==> src/rtl/aes_sched_pkg.sv <==
// aes_sched_pkg: scheduler state encoding and job offset alignment shared by the job scheduler files
package aes_sched_pkg;
  typedef enum logic [1:0] {IDLE, START, RUN} state_t;
  localparam int OFFSET_ALIGN = 2;
endpackage

==> src/rtl/aes_job_fifo.sv <==
// aes_job_fifo: sync job FIFO; clk/rst, push/pop requests, din in, dout head, full/empty status (extra pointer bit tells them apart)
module aes_job_fifo #(
  parameter int DEPTH = 4,
  parameter int AW = 4
) (
  input  logic          clk,
  input  logic          rst,
  input  logic          push,
  input  logic          pop,
  input  logic [AW-1:0] din,
  output logic [AW-1:0] dout,
  output logic          full,
  output logic          empty
);
  localparam int PW = $clog2(DEPTH);
  logic [AW-1:0] mem_q [DEPTH];
  logic [AW-1:0] mem_d [DEPTH];
  logic [PW:0] wp_q, wp_d, rp_q, rp_d;
  logic wr, rd;
  always_comb begin
    full = (wp_q[PW] != rp_q[PW]) && (wp_q[PW-1:0] == rp_q[PW-1:0]);
    empty = wp_q == rp_q;
    wr = push && !full;
    rd = pop && !empty;
    dout = mem_q[rp_q[PW-1:0]];
    mem_d = mem_q;
    if (wr) mem_d[wp_q[PW-1:0]] = din;
    wp_d = wp_q + {{PW{1'b0}}, wr};
    rp_d = rp_q + {{PW{1'b0}}, rd};
  end
  always_ff @(posedge clk) begin
    mem_q <= mem_d;
    wp_q <= rst ? '0 : wp_d;
    rp_q <= rst ? '0 : rp_d;
  end
endmodule

==> src/rtl/aes_job_sched.sv <==
// aes_job_sched: AES job controller; host job_* queue, core ap_* handshake with data_offset, done_*/jobs_done/busy status, wl_*/host_* to mem_* buffer arbitration
module aes_job_sched
  import aes_sched_pkg::*;
#(
  parameter int DEPTH = 4,
  parameter int AW = 4,
  parameter int CNT_W = 16
) (
  input  logic             ap_clk,
  input  logic             ap_rst,
  input  logic             job_vld,
  output logic             job_rdy,
  input  logic [AW-1:0]    job_offset,
  output logic             ap_start,
  input  logic             ap_ready,
  input  logic             ap_done,
  output logic [AW-1:0]    data_offset,
  output logic             done_vld,
  output logic [AW-1:0]    done_offset,
  output logic [CNT_W-1:0] jobs_done,
  output logic             busy,
  input  logic             wl_ce,
  input  logic             wl_we,
  input  logic [AW-1:0]    wl_addr,
  input  logic [7:0]       wl_d,
  input  logic             host_ce,
  input  logic             host_we,
  input  logic [AW-1:0]    host_addr,
  input  logic [7:0]       host_d,
  output logic             host_gnt,
  output logic             host_q_vld,
  output logic             mem_ce,
  output logic             mem_we,
  output logic [AW-1:0]    mem_addr,
  output logic [7:0]       mem_d,
  input  logic [7:0]       mem_q
);
  state_t state_q, state_d;
  logic [AW-1:0] data_offset_q, data_offset_d, done_offset_q, done_offset_d, fifo_dout;
  logic [CNT_W-1:0] jobs_done_q, jobs_done_d;
  logic done_vld_q, done_vld_d, host_q_vld_q, host_q_vld_d;
  logic full, empty, pop, fin, unused;
  aes_job_fifo #(.DEPTH(DEPTH), .AW(AW)) u_fifo (
    .clk  (ap_clk),
    .rst  (ap_rst),
    .push (job_vld),
    .pop  (pop),
    .din  (job_offset & ~AW'((1 << OFFSET_ALIGN) - 1)),
    .dout (fifo_dout),
    .full (full),
    .empty(empty)
  );
  always_comb begin
    fin = state_q == RUN && ap_done;
    pop = !empty && (state_q == IDLE || fin);
    state_d = state_q == IDLE  ? (empty ? IDLE : START)
            : state_q == START ? (ap_ready ? RUN : START)
            : fin ? (empty ? IDLE : START) : RUN;
    data_offset_d = pop ? fifo_dout : data_offset_q;
    done_vld_d = fin;
    done_offset_d = fin ? data_offset_q : done_offset_q;
    jobs_done_d = jobs_done_q + CNT_W'(fin);
    host_gnt = !wl_ce && host_ce;
    host_q_vld_d = host_gnt && !host_we;
    mem_ce = wl_ce || host_ce;
    mem_we = wl_ce ? wl_we : host_we;
    mem_addr = wl_ce ? wl_addr : host_addr;
    mem_d = wl_ce ? wl_d : host_d;
  end
  always_ff @(posedge ap_clk) begin
    if (ap_rst) begin
      state_q <= IDLE;
      data_offset_q <= '0;
      done_vld_q <= 1'b0;
      done_offset_q <= '0;
      jobs_done_q <= '0;
      host_q_vld_q <= 1'b0;
    end else begin
      state_q <= state_d;
      data_offset_q <= data_offset_d;
      done_vld_q <= done_vld_d;
      done_offset_q <= done_offset_d;
      jobs_done_q <= jobs_done_d;
      host_q_vld_q <= host_q_vld_d;
    end
  end
  assign unused = ^mem_q;
  assign job_rdy = !full;
  assign ap_start = state_q == START;
  assign busy = state_q != IDLE || !empty;
  assign data_offset = data_offset_q;
  assign done_vld = done_vld_q;
  assign done_offset = done_offset_q;
  assign jobs_done = jobs_done_q;
  assign host_q_vld = host_q_vld_q;
endmodule

==> config.mk <==
export PLATFORM = sky130hd
export DESIGN_NAME = aes_job_sched
export DESIGN_NICKNAME = d
export VERILOG_FILES = /design/src/rtl/aes_sched_pkg.sv /design/src/rtl/aes_job_fifo.sv /design/src/rtl/aes_job_sched.sv
export SDC_FILE = /design/constraint.sdc
export NUM_CORES = 1
export LEC_CHECK = 0
export BUFFER_PORTS_ARGS = -buffer_cell sky130_fd_sc_hd__buf_2
export CAP_MARGIN = 20
export CORE_MARGIN = 2
export CORE_UTILIZATION = 53
export DETAILED_ROUTE_END_ITERATION = 10
export GPL_ROUTABILITY_DRIVEN = 0
export MAX_ROUTING_LAYER = met4
export PLACE_DENSITY_LB_ADDON = 0.12
export SYNTH_ARGS = -nofsm -noshare
export SYNTH_HDL_FRONTEND = slang
export SYNTH_HIERARCHICAL = 1
export SYNTH_SLANG_ARGS = --single-unit
==> constraint.sdc <==
create_clock -name ap_clk -period 3.07 [get_ports ap_clk]
set_input_delay 0.614 -clock ap_clk [delete_from_list [all_inputs] [get_ports ap_clk]]
set_output_delay 0.614 -clock ap_clk [all_outputs]
set_load 0.005 [all_outputs]
# After elaboration in Yosys (flattened, before gate mapping)
# Cells that the tools add are included.
[op_classes]
eq_ne = 5
mux = 14
reduce_logical = 17
add_sub_neg = 3
bitwise = 2
order_cmp = 3
[op_table]
columns = ["op", "count"]
rows = [
  ["$add A16 B1 Y16", 1],
  ["$bwmux W16", 1],
  ["$mux W4", 4],
  ["$bmux W4 S2", 1],
  ["$demux W4 S2", 1],
  ["$logic_and A1 B1 Y1", 8],
  ["$mux W2", 4],
  ["$mux W8", 1],
  ["$add A3 B1 Y3", 2],
  ["$ge A3 B3 Y1 const B", 2],
  ["$not A2 Y3", 2],
  ["$logic_not A1 Y1", 4],
  ["$eq A3 B3 Y1", 1],
  ["$logic_or A1 B1 Y1", 3],
  ["$lt A3 B1 Y1 const B", 1],
  ["$eq A2 B1 Y1 const B", 1],
  ["$eq A2 B2 Y1", 1],
  ["$eq A2 B2 Y1 const B", 1],
  ["$logic_not A2 Y1", 1],
  ["$mux W1", 2],
  ["$reduce_bool A2 Y1", 1],
  ["$ne A1 B1 Y1", 1],
]
[totals]
wordCells = 56
ff_bits = 50
out_inout_bits = 44
input_bits = 45

# Depth between registers and ports, before layout
# Gate-level depths: netlist of the first run.
[logic_depth]
ltp_word = 6
depth_mapped = 11
ltp_nobuf = 9

# Cells and area by module
# The synthesis of the first run kept the hierarchy.
[modules_own_cells]
columns = ["mod", "cells_each", "area_each_um2", "instances", "seq_area_each_um2"]
rows = [
  ["aes_job_sched", 145, 1385.1, 1, 560.5],
  ["aes_job_fifo", 59, 942.2, 1, 600.6],
]

# Worst setup path before layout of the first run
# No wires, ideal clock.
[synth_path]
path_type = "register to register"
from = "reg u_fifo.rp_q[1]"
to = "reg u_fifo.rp_q[1]"
stages_incl_launch_ff = 11
synth_period_minus_slack_ps = 2084
required_ps = 2956
arrival_ps = 1971
setup_time_ps = 114
slack_ps = 986
n_path_buf = 2
path_cell_list = "dfxtp_1 > clkbuf_2 > xor2_1 > nor3_1 > or3_1 > buf_2 > inv_1 > o31a_2 > ha_1 > ha_1 > nor2b_1"
[synth_via]
elab_chain_cells = 5
[synth_lines]
columns = ["item", "line_no", "rtl"]
rows = [
  ["start: declaration", "aes_job_fifo.sv:18", "logic [PW:0] wp_q, wp_d, rp_q, rp_d;"],
  ["start signal: assignment", "aes_job_fifo.sv:34", "rp_q <= rst ? '0 : rp_d;"],
  ["$eq A3 B3 Y1", "aes_job_fifo.sv:22", "empty = wp_q == rp_q;"],
  ["net empty", "aes_job_sched.sv:42", "logic full, empty, pop, fin, unused;"],
  ["$logic_not A1 Y1", "aes_job_sched.sv:55", "pop = !empty && (state_q == IDLE || fin);"],
  ["$logic_and A1 B1 Y1", "aes_job_sched.sv:55", ""],
  ["net pop", "aes_job_sched.sv:42", ""],
  ["$logic_and A1 B1 Y1", "aes_job_fifo.sv:24", "rd = pop && !empty;"],
  ["$add A3 B1 Y3", "aes_job_fifo.sv:29", "rp_d = rp_q + {{PW{1'b0}}, rd};"],
  ["net u_fifo.rp_d[1]", "aes_job_fifo.sv:18", ""],
]
# The timed path passes the listed nets, and every way through them passes these cells.
# A chain may end at the register's enable or synchronous reset.

# Final worst setup path of the first run
[layout_path]
from = "reg u_fifo.wp_q[0]"
to = "reg u_fifo.rp_q[1]"
[layout_via]
elab_chain_cells = 5
[layout_lines]
columns = ["item", "line_no", "rtl"]
rows = [
  ["start: declaration", "aes_job_fifo.sv:18", ""],
  ["start signal: assignment", "aes_job_fifo.sv:33", "wp_q <= rst ? '0 : wp_d;"],
  ["$eq A3 B3 Y1", "aes_job_fifo.sv:22", ""],
  ["net empty", "aes_job_sched.sv:42", ""],
  ["$logic_not A1 Y1", "aes_job_sched.sv:55", ""],
  ["$logic_and A1 B1 Y1", "aes_job_sched.sv:55", ""],
  ["net pop", "aes_job_sched.sv:42", ""],
  ["$logic_and A1 B1 Y1", "aes_job_fifo.sv:24", ""],
  ["$add A3 B1 Y3", "aes_job_fifo.sv:29", ""],
  ["net u_fifo.rp_d[1]", "aes_job_fifo.sv:18", ""],
]
# The timed path passes the listed nets, and every way through them passes these cells.

==> results of run 1 <==
## cell usage after synthesis (2+ instances only)
master,number
mux2_2,14
nor2b_1,10
nand3b_1,2
dfxtp_1,34
edfxtp_1,16
xnor2_1,14
nand3_1,5
mux2i_1,8
ha_1,7
xor2_1,5
nor2_1,30
inv_1,5
clkbuf_1,2
buf_2,3
mux4_2,4
nor3_1,6
or3_1,3
o31a_2,2
o21ai_0,2
nand2_1,7
nor4_4,2
a31oi_1,2
buf_1,2
a21oi_1,3
nand4_1,3
## stage by stage
stage / hold slack [ns] / cell area [sq um] / std cells
final: 0.476 / 2890 / 342
after floorplan: 0.489 / 2350 / 211
after global placement: 0.471 / 2780 / 334
after CTS: 0.467 / 2890 / 342
after detailed placement: 0.490 / 2780 / 334
after global routing: 0.473 / 2890 / 342
## kinds of logic (layout without fill, tap and decap cells)
kind of cell | Yosys count | in the layout | share of synthesized area, %
AND/OR/NAND/NOR | 75 | 75 | 18.7
flip-flops | 50 | 50 | 49.9
multiplexers | 26 | 26 | 14.1
XOR/XNOR | 19 | 19 | 7.15
buffers and inverters | 14 | 93 | 2.63
AO/OA/AOI/OAI | 12 | 12 | 3.60
adder cells (fa/ha/maj) | 7 | 7 | 3.76
other | 1 | 8 | 0.161
## path summary, 6_finish.rpt
path | endpoint | cells past startpoint | slack [ns]
max | u_fifo/rp_q[1] | 8 | 0.67
min reg2reg | done_offset[0] | 2 | 0.50
max reg2reg | u_fifo/rp_q[1] | 8 | 0.67
min | host_q_vld | 2 | 0.48
## power by group
group          internal (uW)  switching (uW)
combinational            189             171
sequential               733            35.8
clock                    244             219
total                   1170             425
## state kept, by name, summed over array words and instances, names as in the netlist
signal / flops
u_fifo/mem_q: 16
done_offset: 4
state_q: 2
u_fifo/wp_q: 3
done_vld: 1
u_fifo/rp_q: 3
jobs_done: 16
data_offset: 4
host_q_vld: 1
## area by class of cell
| type | instances | area, sq um |
|---|---|---|
| well taps | 52 | 65.1 |
| fillers | 346 | 1400 |
| inverters | 5 | 18.8 |
| repair buffers | 80 | 405 |
| clock buffers | 5 | 68.8 |
| clock inverters | 3 | 43.8 |
| flip-flops and latches | 50 | 1160 |
| multi-input cells | 147 | 1130 |
## routing by layer
metal | GRT usage [%] | routed length [microns]
met5 | - | 0
met4 | 6.41 | 62
met3 | 4.47 | 255
met2 | 30.8 | 2170
met1 | 22.8 | 1920
## critical path, stage by stage, from the launching register on
cell	delay (ns)
dfxtp_1	0.49
xor2_1	0.38
nor3_1	0.16
or3_1	0.51
inv_1	0.11
o31a_2	0.14
ha_1	0.13
ha_1	0.22
nor2b_1	0.12
==> out/results.tsv, run 1 <==
stage	metric	value	unit
clock_network	postCtsSetupBuffers	0	
floorplan	fp.dieW	70.3	microns
floorplan	core	0.00429	sq mm
timing	finalHoldViolations	0	
timing	setup_tns	0	ns
clock_network	cts-buffers-inserted	5	
worst_setup_path	crit_start	u_fifo/wp_q[0]	
detailed_routing	routed_wl	4400	microns
worst_setup_path	worstPathMaxFanout	7	
flow_run	max-cap-violations	0	
clock_network	clockBufferDepth	2	
synthesis	syn_area	0.00233	sq mm
global_route	grt_max_degree	36	
placement	place_hpwl	3380	microns
layout	fin_nets	341	
timing	timing.final.crit_share	78.1	%
timing	setup_slack	0.671	ns
global_route	grt_usage	18.8	%
detailed_routing	wire_per_inst	12.9	microns
detailed_routing	drc	0	
clock_network	ctsResizeCount	0	
synthesis	avgSynthCellArea	11.4	sq um
detailed_routing	ant_nets	0	
synthesis	async_flop_share	0	%
layout	drive_gt1_share	39.7	%
placement	pre_cts_ws	0.637	ns
timing	finalMaxSlewViolations	0	
synthesis	synth_seq_cells	50	
synthesis	yosys_warnings	6	
worst_setup_path	crit_path_start_kind	flop	
outcome	status	finished, final reports clean	
layout	antenna_cells	0	
synthesis	yosys.area.top_type	dfxtp_1	
clock_network	clock_latency	0.30	ns
worst_setup_path	worstReg2RegStart	u_fifo/wp_q[0]	
synthesis	synth_edf_count	16	
timing	layout_min_cycle_time	2.40	ns
floorplan	ioPinCount	89	
detailed_routing	via_per_inst	5.12	
worst_setup_path	path_class	reg2reg	
global_route	gr-total-overflow	0	
pwr	p_per_area	550	mW/mm^2
timing	rsz0062_at_grt	false	
synthesis	seq_area_frac_synth	49.9	%
floorplan	fp.dieH	70.3	microns
global_route	antenna_found_initial	0	
timing	fmax	417	MHz
floorplan	start_util	54.2	%
clock_network	clock-sinks	50	
layout	area_delta_synth_final	24.4	%
floorplan	row_count	24	
pwr	ir_worst_vdd	0.223	mV
layout	final_core_util	67.4	%
detailed_routing	dr.pass1.iters	4	
synthesis	synth_ff_type	dfxtp_1	
placement	io_buffers	78	
floorplan	dieArea	0.00494	sq mm
timing	finClkSkew	0.00655	ns
global_route	grt_pass1_wl	7180	microns
layout	final_common_cell	buf_2	
timing	worstMarginPinSlew	0.671	ns
synthesis	synth_area_leaders	dfxtp_1 29%, edfxtp_1 21%, mux2_2 6.8%	
clock_network	ctsHoldBuffers	0	
detailed_routing	vias	1751	
global_route	grt_pass1_vias	1613	
worst_hold_path	holdCritStartpoint	host_we	
pwr	p_leak	0.00132	uW
layout	final_cell_mix	78 x buf_2, 34 x dfxtp_1, 30 x nor2_1	
clock_network	clkTransAtPathRegs	0.09	ns
timing	slew_headroom	55.0	%
synthesis	synthCells	204	
clock_network	cts_tree	yes	
clock_network	h-tree-depth	2	
clock_network	cts_root_buffer	clkbuf_8	
worst_setup_path	critPathRequiredTime	3.24	ns
pwr	p_total	1590	uW
timing	setup_viol	0	
synthesis	synth_cell_type_count	38	
worst_setup_path	crit_arrival	2.57	ns
detailed_routing	drt_iter0_markers	90	
worst_hold_path	hp-class	in2reg	
worst_setup_path	worstSetupEndpointType	flop	
synthesis	synth_top_area_share	29.2	%
(Power assumes the default switching activity.)
==> run 2, diff against run 1 <==
--- a/config.mk
+++ b/config.mk
@@ -8,7 +8,7 @@
 export BUFFER_PORTS_ARGS = -buffer_cell sky130_fd_sc_hd__buf_2
 export CAP_MARGIN = 20
 export CORE_MARGIN = 2
-export CORE_UTILIZATION = 53
+export CORE_UTILIZATION = 49
 export DETAILED_ROUTE_END_ITERATION = 10
 export GPL_ROUTABILITY_DRIVEN = 0
 export MAX_ROUTING_LAYER = met4
==> constraint.sdc (replaced) <==
create_clock -name ap_clk -period 2.5 [get_ports ap_clk]
set_input_delay 0.5 -clock ap_clk [delete_from_list [all_inputs] [get_ports ap_clk]]
set_output_delay 0.5 -clock ap_clk [all_outputs]
set_load 0.005 [all_outputs]
==> out/results.tsv, run 2 (same netlist as run 1, synthesis figures left out) <==
stage	metric	value	unit	change
layout	drive_gt1_share	40.5	%	was 39.7%
worst_hold_path	holdCritStartpoint	host_we		unchanged
timing	setup_viol	0		unchanged
timing	layout_min_cycle_time	2.16	ns	was 2.40 ns
global_route	grt_usage	17.5	%	was 18.8%
clock_network	clock-sinks	50		unchanged
detailed_routing	drt_iter0_markers	74		was 90
worst_setup_path	critPathRequiredTime	2.67	ns	was 3.24 ns
detailed_routing	vias	1715		was 1751
worst_setup_path	reg2reg_to	u_fifo/rp_q[1]		unchanged
floorplan	ioPinCount	89		unchanged
floorplan	fp.dieW	72.9	microns	was 70.3 microns
pwr	p_seq_share	47.8	%	was 48.3%
layout	fin_nets	345		was 341
pwr	p_total	1980	uW	was 1590 uW
floorplan	fp.dieH	72.9	microns	was 70.3 microns
clock_network	ctsResizeCount	0		unchanged
floorplan	core	0.00466	sq mm	was 0.00429 sq mm
detailed_routing	via_per_inst	4.93		was 5.12
pwr	ir_worst_vdd	0.384	mV	was 0.223 mV
clock_network	cts_root_buffer	clkbuf_8		unchanged
worst_hold_path	whs_path_depth	2		unchanged
global_route	grt_pass1_wl	7090	microns	was 7180 microns
worst_setup_path	worstPathMaxFanout	7		unchanged
worst_hold_path	hp-class	in2reg		unchanged
timing	setup_tns	0	ns	unchanged
placement	place_hpwl	3320	microns	was 3380 microns
clock_network	cts_tree	yes		unchanged
global_route	grt_pass1_vias	1537		was 1613
worst_setup_path	worstSetupEndpointType	flop		unchanged
pwr	intPower	1450	uW	was 1170 uW
pwr	clockPowerShare	28.8	%	was 29.1%
worst_setup_path	crit_arrival	2.33	ns	was 2.57 ns
worst_setup_path	path_class	reg2reg		unchanged
detailed_routing	drc	0		unchanged
floorplan	start_util	49.9	%	was 54.2%
layout	final_cell_mix	78 x buf_2, 34 x dfxtp_1, 30 x nor2_1		unchanged
layout	area_delta_synth_final	25.9	%	was 24.4%
clock_network	clock_latency	0.30	ns	about the same
outcome	status	finished, final reports clean		unchanged
pwr	power_frac_comb	23.3	%	was 22.6%
floorplan	dieArea	0.00532	sq mm	was 0.00494 sq mm
pwr	p_leak	0.00134	uW	was 0.00132 uW
detailed_routing	ant_nets	0		unchanged
detailed_routing	dr.pass1.iters	4		unchanged
worst_setup_path	crit_path_start_kind	flop		unchanged
global_route	grt_max_degree	22		was 36
clock_network	clkTransAtPathRegs	0.09	ns	about the same
worst_setup_path	worstReg2RegStart	u_fifo/wp_q[0]		unchanged
worst_hold_path	holdPathEnd	host_q_vld		unchanged
timing	finClkSkew	0.0122	ns	was 0.00655 ns
pwr	power_switching	528	uW	was 425 uW
clock_network	cts-buffers-inserted	5		unchanged
timing	worstMarginPinSlew	0.526	ns	was 0.671 ns
pwr	p_sw_share	26.7	%	about the same
placement	io_buffers	78		unchanged
clock_network	ctsHoldBuffers	0		unchanged
global_route	gr-total-overflow	0		unchanged
global_route	antenna_found_initial	0		unchanged
flow_run	max-cap-violations	0		unchanged
worst_setup_path	worst_r2r_path_depth	8		unchanged
clock_network	postCtsSetupBuffers	0		unchanged
pwr	p_per_area	676	mW/mm^2	was 550 mW/mm^2
timing	finalMaxSlewViolations	0		unchanged
clock_network	clockBufferDepth	2		unchanged
layout	antenna_cells	0		unchanged
detailed_routing	wire_per_inst	12.5	microns	was 12.9 microns
timing	slew_headroom	64.8	%	was 55.0%
timing	fmax	464	MHz	was 417 MHz
detailed_routing	routed_wl	4340	microns	was 4400 microns
timing	rsz0062_at_grt	false		unchanged
layout	final_common_cell	buf_2		unchanged
floorplan	row_count	25		was 24
timing	finalHoldViolations	0		unchanged
worst_setup_path	rrSetupSlack	0.34	ns	was 0.67 ns
timing	timing.final.crit_share	86.3	%	was 78.1%
clock_network	h-tree-depth	2		unchanged
==> run 2: changes by cell type in the layout (fill, tap and decap cells not counted) <==
cell      delta
clkinv_4     +1
buf_4        +4
clkinv_2     -1
==> run 2: worst max-delay path by stage <==
stage	endpoint	startpoint	slack, ns
final	u_fifo/rp_q[1]	u_fifo/wp_q[0]	0.34
after global routing	u_fifo/rp_q[2]	u_fifo/wp_q[1]	0.13
after CTS	u_fifo/rp_q[1]	u_fifo/wp_q[0]	0.35
after detailed placement	u_fifo/rp_q[1]	u_fifo/wp_q[0]	0.37
after global placement	u_fifo/rp_q[1]	u_fifo/wp_q[1]	0.39
after floorplan	u_fifo/rp_q[1]	u_fifo/rp_q[1]	0.42
==> run 2: final cells by class <==
type | count | area (sq um)
Fill cell | 376 | 1730
Clock buffer | 5 | 68.8
Tap cell | 54 | 67.6
Timing Repair Buffer | 84 | 435
Multi-Input combinational cell | 147 | 1130
Clock inverter | 3 | 47.5
Sequential cell | 50 | 1160
Inverter | 5 | 18.8
==> run 2: worst max-delay path: stages, from the launching register on <==
cell and delay, ns:
dfxtp_1 0.48, xor2_1 0.36, nor3_1 0.14, or3_1 0.39, inv_1 0.07, o31a_2 0.13, ha_1 0.14, ha_1 0.21
nor2b_1 0.12
==> run 2: power by group through the flow <==
stage / Sequential (uW) / Clock, uW / Combinational (uW)
detailed placement: 965 / 0 / 465
finish: 947 / 571 / 462
global placement: 964 / 0 / 460
CTS: 947 / 591 / 466
global route: 955 / 620 / 513
floorplan: 955 / 0 / 313
==> run 2: metal layers <==
layer | up-vias | global-route usage, % | wire length (microns)
met1 | 786 | 22.8 | 2040
li1 | 879 | - | -
met2 | 42 | 27.2 | 2050
met4 | 0 | 5.97 | 63
met3 | 8 | 4.01 | 180
met5 | - | - | 0
==> run 2: per-stage QoR <==
| stage | utilization [%] | instances | hold WS, ns | setup WS (ns) | cell area, sq um |
|---|---|---|---|---|---|
| after floorplan | - | 211 | 0.489 | 0.416 | 2350 |
| after detailed placement | 60.4 | 340 | 0.483 | 0.374 | 2810 |
| final | 62.9 | 348 | 0.385 | 0.343 | 2930 |
| after CTS | 62.9 | 348 | 0.370 | 0.346 | 2930 |
| after global routing | 62.9 | 348 | 0.373 | 0.130 | 2930 |
| after global placement | 60.4 | 340 | 0.474 | 0.387 | 2810 |
